===== src/rtl/psum_accumulator_if.sv =====
// Handshake bundle for the partial-sum accumulator: NUM_IN 4-phase input
// channels with flattened data, plus one 4-phase output channel.
interface psum_accumulator_if #(
    parameter int NUM_IN    = 2,
    parameter int WIDTH_IN  = 8,
    parameter int WIDTH_OUT = 13
) ();
    logic [NUM_IN-1:0]          L_req;
    logic [NUM_IN*WIDTH_IN-1:0] L_data;
    logic [NUM_IN-1:0]          L_ack;
    logic                       R_req;
    logic [WIDTH_OUT-1:0]       R_data;
    logic                       R_sat;
    logic                       R_ack;

    modport master (
        output L_req, L_data, R_ack,
        input  L_ack, R_req, R_data, R_sat
    );

    modport slave (
        input  L_req, L_data, R_ack,
        output L_ack, R_req, R_data, R_sat
    );
endinterface


===== src/rtl/psum_accumulator.sv =====
// Partial-sum accumulator: gathers one token per input channel per round,
// accumulates NUM_ACC rounds with unsigned saturation, and hands the result
// to the membrane-potential stage over a 4-phase req/ack channel.
//
// state   | meaning
// --------+----------------------------------------------------------
// COLLECT | accepting input tokens; round end once every channel delivered
// SEND    | R_req high with registered sum/sat, waiting for R_ack
// DRAIN   | R_req low, waiting for R_ack to fall, then clear for next token
module psum_accumulator #(
    parameter int NUM_IN    = 2,
    parameter int WIDTH_IN  = 8,
    parameter int WIDTH_OUT = 13,
    parameter int NUM_ACC   = 1
) (
    input  logic              clk,
    input  logic              rst_n,
    psum_accumulator_if.slave bus
);

    localparam int TREE_W = WIDTH_IN + $clog2(NUM_IN);
    localparam int ACC_W  = WIDTH_OUT + 1;
    localparam int SUM_W  = ((ACC_W > TREE_W) ? ACC_W : TREE_W) + 1;
    localparam int CNT_W  = (NUM_ACC > 1) ? $clog2(NUM_ACC) : 1;
    localparam logic [SUM_W-1:0] SAT_MAX = {{(SUM_W-WIDTH_OUT){1'b0}}, {WIDTH_OUT{1'b1}}};

    typedef enum logic [1:0] {
        COLLECT = 2'd0,
        SEND    = 2'd1,
        DRAIN   = 2'd2
    } state_t;

    state_t state, state_nxt;

    logic [NUM_IN-1:0]    got;
    logic [NUM_IN-1:0]    l_ack;
    logic [NUM_IN-1:0]    accept;
    logic [ACC_W-1:0]     acc;
    logic                 sat;
    logic [CNT_W-1:0]     rnd;
    logic                 r_req;
    logic [WIDTH_OUT-1:0] r_data;
    logic                 r_sat;
    logic [TREE_W-1:0]    tree_sum;
    logic [SUM_W-1:0]     acc_sum;
    logic                 acc_ovf;
    logic                 round_done;
    logic                 last_round;

    // Per-channel accept: new request, ack idle, channel not yet used this round.
    always_comb begin
        accept = '0;
        if (state == COLLECT)
            accept = bus.L_req & ~l_ack & ~got;
    end

    // One adder tree over every channel accepted on this edge, then saturation test.
    always_comb begin
        tree_sum = '0;
        for (int i = 0; i < NUM_IN; i++) begin
            if (accept[i])
                tree_sum = tree_sum + TREE_W'(bus.L_data[i*WIDTH_IN +: WIDTH_IN]);
        end
        acc_sum    = SUM_W'(acc) + SUM_W'(tree_sum);
        acc_ovf    = (acc_sum > SAT_MAX);
        round_done = (state == COLLECT) && (&got);
        last_round = (rnd == CNT_W'(NUM_ACC - 1));
    end

    // State register.
    always_ff @(posedge clk or negedge rst_n) begin
        if (!rst_n)
            state <= COLLECT;
        else
            state <= state_nxt;
    end

    // Next-state logic.
    always_comb begin
        state_nxt = state;
        case (state)
            COLLECT: if (round_done && last_round) state_nxt = SEND;
            SEND:    if (bus.R_ack)                state_nxt = DRAIN;
            DRAIN:   if (!bus.R_ack)               state_nxt = COLLECT;
            default:                               state_nxt = COLLECT;
        endcase
    end

    // Datapath: input acks, accumulator, round bookkeeping and output registers.
    always_ff @(posedge clk or negedge rst_n) begin
        if (!rst_n) begin
            l_ack  <= '0;
            got    <= '0;
            acc    <= '0;
            sat    <= 1'b0;
            rnd    <= '0;
            r_req  <= 1'b0;
            r_data <= '0;
            r_sat  <= 1'b0;
        end else begin
            // an ack holds while its request is high; falls in any state
            l_ack <= (l_ack & bus.L_req) | accept;
            case (state)
                COLLECT: begin
                    if (round_done) begin
                        if (last_round) begin
                            r_req  <= 1'b1;
                            r_data <= acc[WIDTH_OUT-1:0];
                            r_sat  <= sat;
                        end else begin
                            rnd <= rnd + CNT_W'(1);
                            got <= '0;
                        end
                    end else if (|accept) begin
                        got <= got | accept;
                        acc <= acc_ovf ? ACC_W'(SAT_MAX) : acc_sum[ACC_W-1:0];
                        sat <= sat | acc_ovf;
                    end
                end
                SEND: begin
                    if (bus.R_ack) begin
                        r_req <= 1'b0;
                        r_sat <= 1'b0;
                    end
                end
                DRAIN: begin
                    if (!bus.R_ack) begin
                        acc <= '0;
                        sat <= 1'b0;
                        got <= '0;
                        rnd <= '0;
                    end
                end
                default: ;
            endcase
        end
    end

    assign bus.L_ack  = l_ack;
    assign bus.R_req  = r_req;
    assign bus.R_data = r_data;
    assign bus.R_sat  = r_sat;

endmodule


===== src/flat_wrapper.sv =====
// flat-port wrapper written by rule: the top's interface ports become plain ports
module psum_accumulator_flat 
#(
    parameter int NUM_IN    = 2,
    parameter int WIDTH_IN  = 8,
    parameter int WIDTH_OUT = 13,
    parameter int NUM_ACC   = 1
)
  (clk, rst_n, bus_L_req, bus_L_data, bus_R_ack, bus_L_ack, bus_R_req, bus_R_data, bus_R_sat);
  psum_accumulator_if #(.NUM_IN(NUM_IN), .WIDTH_IN(WIDTH_IN), .WIDTH_OUT(WIDTH_OUT)) bus_i ();
  input  logic clk;
  input  logic rst_n;
  input wire logic [$bits(bus_i.L_req)-1:0] bus_L_req;
  input wire logic [$bits(bus_i.L_data)-1:0] bus_L_data;
  input wire logic [$bits(bus_i.R_ack)-1:0] bus_R_ack;
  output wire logic [$bits(bus_i.L_ack)-1:0] bus_L_ack;
  output wire logic [$bits(bus_i.R_req)-1:0] bus_R_req;
  output wire logic [$bits(bus_i.R_data)-1:0] bus_R_data;
  output wire logic [$bits(bus_i.R_sat)-1:0] bus_R_sat;
  assign bus_i.L_req = bus_L_req;
  assign bus_i.L_data = bus_L_data;
  assign bus_i.R_ack = bus_R_ack;
  assign bus_L_ack = bus_i.L_ack;
  assign bus_R_req = bus_i.R_req;
  assign bus_R_data = bus_i.R_data;
  assign bus_R_sat = bus_i.R_sat;
  psum_accumulator #(.NUM_IN(NUM_IN), .WIDTH_IN(WIDTH_IN), .WIDTH_OUT(WIDTH_OUT), .NUM_ACC(NUM_ACC)) u_core (.clk(clk), .rst_n(rst_n), .bus(bus_i));
endmodule

===== config.mk =====
export PLATFORM = sky130hd
export DESIGN_NAME = psum_accumulator_flat
export DESIGN_NICKNAME = d
export VERILOG_FILES = /design/src/rtl/psum_accumulator_if.sv /design/src/rtl/psum_accumulator.sv /design/src/flat_wrapper.sv
export SDC_FILE = /design/constraint.sdc
export NUM_CORES = 1
export LEC_CHECK = 0
export ABC_CLOCK_PERIOD_IN_PS = 8210
export BUFFER_PORTS_ARGS = -buffer_cell sky130_fd_sc_hd__buf_4
export CAP_MARGIN = 20
export CORE_MARGIN = 10
export CORE_UTILIZATION = 40
export CTS_CLUSTER_SIZE = 12
export DETAILED_ROUTE_END_ITERATION = 10
export PLACE_DENSITY = 0.65
export SLEW_MARGIN = 40
export SYNTH_ARGS = -nofsm -noshare
export SYNTH_HDL_FRONTEND = slang
export SYNTH_SLANG_ARGS = --single-unit

===== constraint.sdc =====
create_clock -name clk -period 8.21 [get_ports clk]
set_clock_uncertainty 0.2 [all_clocks]
set_input_delay 1.2315 -clock clk [delete_from_list [all_inputs] [get_ports clk]]
set_output_delay 1.2315 -clock clk [all_outputs]
set_load 0.03 [all_outputs]

==> flow_metrics.py, run 1 <==
metrics = {
    "setup_path": {
        "crit_fanout": 14,
        "r2r_start": "u_core.state[1]",
        "path_class": "input pin to flip-flop",
        "critPathRequiredTime_ns": 8.21,
        "end_kind": "flip-flop",
        "crit_path_start": "bus_L_req[0]",
        "critPathLaunchType": "input pin",
        "crit_arrival_ns": 5.45,
    },
    "cts": {
        "h-tree-depth": 2,
        "path_clk_slew_ns": 0.07,
        "worstSkewPairLatency_ns": 0.29,
        "hold_buffers": 0,
        "cts_tree": "built",
        "post_cts_buffers": 0,
        "numCtsBuffers": 5,
        "post_cts_resized": 0,
        "root_buffer": "clkbuf_8",
        "cts_sinks": 36,
        "clk_path_buf_depth": 2,
    },
    "floorplanning": {
        "rows": 28,
        "dieHeight_um": 98.2,
        "die_area_mm2": 0.00965,
        "io_pins": 38,
        "initial_core_util": 0.414,
        "fp.dieW_um": 98.2,
        "core-area_mm2": 0.00592,
    },
    "finish": {
        "drive_above_1_share": 0.236,
        "syn_to_final_growth_pct": 17.4,
        "finalNetCount": 334,
        "stdcell_count": 371,
        "n_antenna_cell": 0,
        "post-route-util": 0.486,
    },
    "sta": {
        "timing_hold_violations_final": 0,
        "setup_viol": 0,
        "slew_headroom": 0.571,
        "timing.fmax_mhz": 184,
        "fin_ws_ns": 2.76,
        "period_needed_ns": 5.45,
        "rsz0062_at_grt": "no",
        "worstMarginPinSlew_ns": 0.643,
        "min_period_over_period": 0.664,
        "tns_ns": 0,
        "final_max_slew_viol_count": 0,
    },
    "drt": {
        "drc_errors": 0,
        "routed_wirelength_um": 5410,
        "wl_per_cell_um": 14.6,
        "ant_nets": 0,
        "first_pass_iters": 4,
        "vias_per_cell": 5.29,
        "first_iter_violations": 82,
        "num_vias": 1962,
    },
    "synth": {
        "ys_async_sr_fraction": 1.00,
        "synth_top_area_frac": 0.368,
        "synthSimpleGateAreaFrac": 0.163,
        "synth.area.mux_share": 0.0736,
        "yosysMostFrequentCell": "dfrtp_1",
        "syn_inst": 258,
        "syn_nets": 297,
        "synth-seq-area-share": 0.368,
        "synth_xor_area_frac": 0.0465,
        "yosys.area.top_type": "dfrtp_1",
        "synth_area_mm2": 0.00245,
        "synth.ff_latch_count": 36,
        "synth-edff-count": 0,
        "synth_top_family_by_area": "compound AO/OA/AOI/OAI gates",
        "ys_types": 51,
        "synth_compound_area_frac": 0.214,
        "netlist_top_cells_count": "36 x dfrtp_1, 26 x nand2_1, 26 x nor2_1",
        "syn_avg_cell_area_um2": 9.49,
        "ys.flop_type": "dfrtp_1",
        "synth_fa_ha_area_frac": 0.106,
        "yosysWarnings": 0,
        "synthTopCellsByArea": "dfrtp_1 37%, ha_1 8.2%, mux2_2 7.4%",
    },
    "global_routing": {
        "grt_pass1_wl_um": 9320,
        "antenna_found_initial": 0,
        "grt_remaining_overflow": 0,
        "track_usage": 0.114,
        "grt_start_max_net_pins": 37,
        "grt_pass1_vias": 1978,
    },
    "place": {
        "hpwl_um": 4100,
        "dp_cells": 363,
        "gp_congestion": 0.808,
        "numPortBuffers": 37,
        "pre_cts_slack_ns": 2.45,
    },
    "min_path": {
        "min-delay-start": "u_core.bus.R_req",
        "hp-class": "flip-flop to flip-flop",
    },
    "job": {
        "maxCapViolCount": 0,
    },
    "pwr": {
        "p_leak_nw": 1.34,
        "peakVddDrop_v": 0.000129,
        "p_per_area_mw_per_mm2": 285,
    },
    "outcome": {
        "status": "complete, no violations",
    },
}
power breakdown:
part | switching, mW | internal, mW | total (mW)
clock network | 0.0624 | 0.0606 | 0.123
logic | 0.250 | 0.181 | 0.431
registers | 0.0377 | 0.227 | 0.265
worst max-delay path, stage by stage:
cell	delay (ns)
buf_4	0.09
nand2b_1	0.15
nor2_4	0.28
and2_1	0.24
ha_1	0.26
a21o_1	0.22
maj3_1	0.36
a41oi_1	0.25
nand2_1	0.10
xor2_1	0.15
mux2_2	0.29
ha_1	0.35
a21oi_1	0.08
o21ai_0	0.34
a221oi_1	0.20
a211oi_4	0.58
nor2_1	0.11
o21ai_0	0.17
worst paths after layout:
path                       depth (start not counted)                to  slack [ns]
hold reg to reg                                    1  u_core.bus.R_req        0.28
min in group asynchronous                          1   u_core.state[1]        0.69
setup reg to reg                                  17     u_core.acc[8]        2.92
setup / recovery                                  18     u_core.acc[8]        2.76
max in group asynchronous                          1     u_core.acc[1]        6.79
hold / removal                                     1  u_core.bus.R_req        0.28
cells by family after synthesis:
kind of cell	count (synthesis)
AOI/OAI and AO/OA	76
muxes	16
xor gates and xnor gates	13
and+or+nand+nor	83
buffers and inverters	14
DFF	36
adders and majority gates	20
area by class of cell:
type                            instances  area (um2)
Fill cell                             590        3050
Multi-Input combinational cell        208        1490
Tap cell                               75        93.8
Clock buffer                            7        76.3
Inverter                                6        22.5
Clock inverter                          1        8.76
Timing Repair Buffer                   38         285
Sequential cell                        36         901
flip-flops by register name, summed over array words and instances (netlist names):
| signal | flops |
|---|---|
| u_core.state | 2 |
| u_core.acc | 14 |
| u_core.bus.L_ack | 2 |
| u_core.bus.R_req | 1 |
| u_core.got | 2 |
| u_core.bus.R_sat | 1 |
| u_core.bus.R_data | 13 |
| u_core.sat | 1 |
metrics by stage:
| stage | cell area, um2 | hold WS (ns) | power [mW] |
|---|---|---|---|
| after floorplan | 2450 | 0.251 | 0.591 |
| after global placement | 2780 | 0.266 | 0.697 |
| after detailed placement | 2790 | 0.267 | 0.702 |
| after CTS | 2880 | 0.285 | 0.828 |
| after global routing | 2880 | 0.318 | 0.893 |
| final | 2880 | 0.279 | 0.818 |
layout by cell type (no fill, tap or decap), drive strengths merged, types with 3 or more instances in the layout:
| cell type | netlist | layout |
|---|---|---|
| nand3 | 3 | 3 |
| buf | 5 | 38 |
| or2 | 3 | 3 |
| inv | 6 | 6 |
| o211ai | 3 | 3 |
| a21o | 7 | 7 |
| o21ai | 24 | 24 |
| mux2 | 16 | 16 |
| nor3 | 6 | 6 |
| a221oi | 3 | 3 |
| a21oi | 15 | 15 |
| xor2 | 5 | 5 |
| nand2 | 26 | 26 |
| nor2 | 27 | 27 |
| a211oi | 5 | 5 |
| clkbuf | 3 | 7 |
| ha | 16 | 16 |
| dfrtp | 36 | 36 |
| o2bb2ai | 4 | 4 |
| and2 | 7 | 7 |
| xnor2 | 8 | 8 |
per-layer routing:
metal	vias to the layer above	wire length, um	track usage
li1	999	-	-
met3	8	292	0.0324
met4	0	94	0.0408
met2	31	2510	0.186
met5	-	0	0
met1	924	2510	0.139
No activity file was read; power rests on OpenSTA's default activity.
==> run 2: changes to the inputs <==
--- a/config.mk
+++ b/config.mk
@@ -5,14 +5,14 @@
 export SDC_FILE = /design/constraint.sdc
 export NUM_CORES = 1
 export LEC_CHECK = 0
-export ABC_CLOCK_PERIOD_IN_PS = 8210
+export ABC_CLOCK_PERIOD_IN_PS = 5000
 export BUFFER_PORTS_ARGS = -buffer_cell sky130_fd_sc_hd__buf_4
 export CAP_MARGIN = 20
 export CORE_MARGIN = 10
 export CORE_UTILIZATION = 40
 export CTS_CLUSTER_SIZE = 12
 export DETAILED_ROUTE_END_ITERATION = 10
-export PLACE_DENSITY = 0.65
+export PLACE_DENSITY = 0.67
 export SLEW_MARGIN = 40
 export SYNTH_ARGS = -nofsm -noshare
 export SYNTH_HDL_FRONTEND = slang
==> constraint.sdc (replaced) <==
create_clock -name clk -period 5 [get_ports clk]
set_clock_uncertainty 0.2 [all_clocks]
set_input_delay 0.75 -clock clk [delete_from_list [all_inputs] [get_ports clk]]
set_output_delay 0.75 -clock clk [all_outputs]
set_load 0.03 [all_outputs]
==> run 2 against run 1 <==
Compared with the run above: die area stayed put; critical path depth stayed put; cell count is 1.6% higher; highest routed layer unchanged; via count is 0.87% higher; cell area is 2.2% higher; sequential power is 65% higher; utilization is 1.1 points higher.
==> flow_metrics.py, run 2 (same netlist as run 1, synthesis figures left out) <==
metrics = {
    "finish": {
        "final_cell_mix": "44 x buf_4, 36 x dfrtp_1, 26 x nand2_1",
        "fin_area_mm2": 0.00294,
        "finalNetCount": 340,
        "top_register": "u_core.acc",
        "post-route-util": 0.496,
        "syn_to_final_growth_pct": 20.0,
        "largest_reg_flops": 14,
        "stdcell_count": 377,
        "drive_above_1_share": 0.265,
        "final_common_cell": "buf_4",
        "n_antenna_cell": 0,
    },
    "cts": {
        "post_cts_resized": 0,
        "cts_sinks": 36,
        "numCtsBuffers": 5,
        "clk_path_buf_depth": 2,
        "worstSkewPairLatency_ns": 0.29,
        "cts_tree": "built",
        "path_clk_slew_ns": 0.08,
        "hold_buffers": 0,
        "post_cts_buffers": 0,
        "root_buffer": "clkbuf_8",
        "h-tree-depth": 2,
    },
    "drt": {
        "routed_wirelength_um": 5570,
        "first_pass_iters": 4,
        "ant_nets": 0,
        "drc_errors": 0,
        "num_vias": 1979,
        "vias_per_cell": 5.25,
        "first_iter_violations": 95,
        "wl_per_cell_um": 14.8,
    },
    "floorplanning": {
        "initial_core_util": 0.414,
        "fp.dieW_um": 98.2,
        "dieHeight_um": 98.2,
        "rows": 28,
        "core-area_mm2": 0.00592,
        "die_area_mm2": 0.00965,
        "io_pins": 38,
    },
    "global_routing": {
        "antenna_found_initial": 0,
        "grt_start_max_net_pins": 37,
        "grt_pass1_vias": 2004,
        "grt_remaining_overflow": 0,
        "grt_pass1_wl_um": 9500,
        "track_usage": 0.115,
    },
    "place": {
        "dp_cells": 369,
        "place_area_mm2": 0.00283,
        "hpwl_um": 4180,
        "numPortBuffers": 37,
        "pre_cts_slack_ns": 0.177,
        "gp_congestion": 0.907,
    },
    "sta": {
        "tns_ns": 0,
        "whs_ns": 0.206,
        "fin_ws_ns": 0.318,
        "slew_headroom": 0.606,
        "timing_hold_violations_final": 0,
        "setup_viol": 0,
        "period_needed_ns": 4.68,
        "worstMarginPinSlew_ns": 0.591,
        "rsz0062_at_grt": "no",
        "timing.fmax_mhz": 214,
        "final_max_slew_viol_count": 0,
        "min_period_over_period": 0.936,
    },
    "setup_path": {
        "critPathBufInv": 1,
        "crit_family": "compound AO/OA/AOI/OAI gates",
        "crit_arrival_ns": 4.69,
        "crit_fanout": 10,
        "critPathMaxStageDelay_ns": 0.44,
        "end_kind": "flip-flop",
        "path_class": "flip-flop to flip-flop",
        "worstPathCellList": "or3_4 -> nor2_4 -> and2_1 -> ha_1 -> a21o_1 -> maj3_1 -> a41oi_1 -> nand2_1 -> xor2_1 -> mux2_2 -> ha_1 -> a21oi_1 -> o21ai_2 -> a22o_1 -> a211oi_2 -> buf_4 -> nor2_1 -> o2bb2ai_1",
        "crit_path_frequent_cell": "ha_1",
        "critPathRequiredTime_ns": 5.01,
        "critPathLaunchType": "flip-flop",
        "slowest_stage": "dfrtp_1",
    },
    "pwr": {
        "peakVddDrop_v": 0.000198,
        "p_per_area_mw_per_mm2": 471,
        "p_leak_nw": 1.38,
        "p_total_mw": 1.38,
    },
    "job": {
        "maxCapViolCount": 0,
    },
    "min_path": {
        "hp-class": "input pin to async pin",
    },
    "outcome": {
        "status": "complete, no violations",
    },
}
-- run 2: worst reg2reg max path, stage by stage (launching register included) --
cell and delay, ns:
dfrtp_1 0.44, or3_4 0.42, nor2_4 0.13, and2_1 0.20
ha_1 0.26, a21o_1 0.22, maj3_1 0.36, a41oi_1 0.28
nand2_1 0.10, xor2_1 0.14, mux2_2 0.29, ha_1 0.33
a21oi_1 0.20, o21ai_2 0.12, a22o_1 0.27, a211oi_2 0.22
buf_4 0.22, nor2_1 0.06, o2bb2ai_1 0.15
-- run 2: metal layers --
| metal | up-vias | wire, um | global-route usage |
|---|---|---|---|
| met1 | 915 | 2750 | 0.149 |
| met4 | 0 | 52 | 0.0298 |
| li1 | 1021 | - | - |
| met5 | - | 0 | 0 |
| met2 | 37 | 2500 | 0.184 |
| met3 | 6 | 268 | 0.0331 |
-- run 2: final timing paths --
check | startpoint | end | slack [ns] | cells after the start
max in group asynchronous | rst_n | u_core.bus.R_data[1] | 4.05 | 1
worst min-delay path | rst_n | u_core.bus.R_req | 0.21 | 1
worst min register to register | u_core.sat | u_core.bus.R_sat | 0.29 | 2
worst max-delay path | u_core.state[1] | u_core.acc[12] | 0.32 | 18
worst max register to register | u_core.state[1] | u_core.acc[12] | 0.32 | 18
min in group clk | u_core.sat | u_core.bus.R_sat | 0.29 | 2
-- run 2: area by class of cell --
cell class	count	area [um2]
clock buffer	7	86.3
clock inverter	1	7.51
fill	560	2980
inverter	6	22.5
multi-input combinational	208	1500
sequential	36	901
tap	75	93.8
timing repair buffer	44	330
-- run 2: report_power, final --
part           total (mW)  switching [mW]  internal (mW)
Sequential          0.436          0.0636          0.372
Clock               0.220           0.108          0.112
Combinational       0.727           0.414          0.313
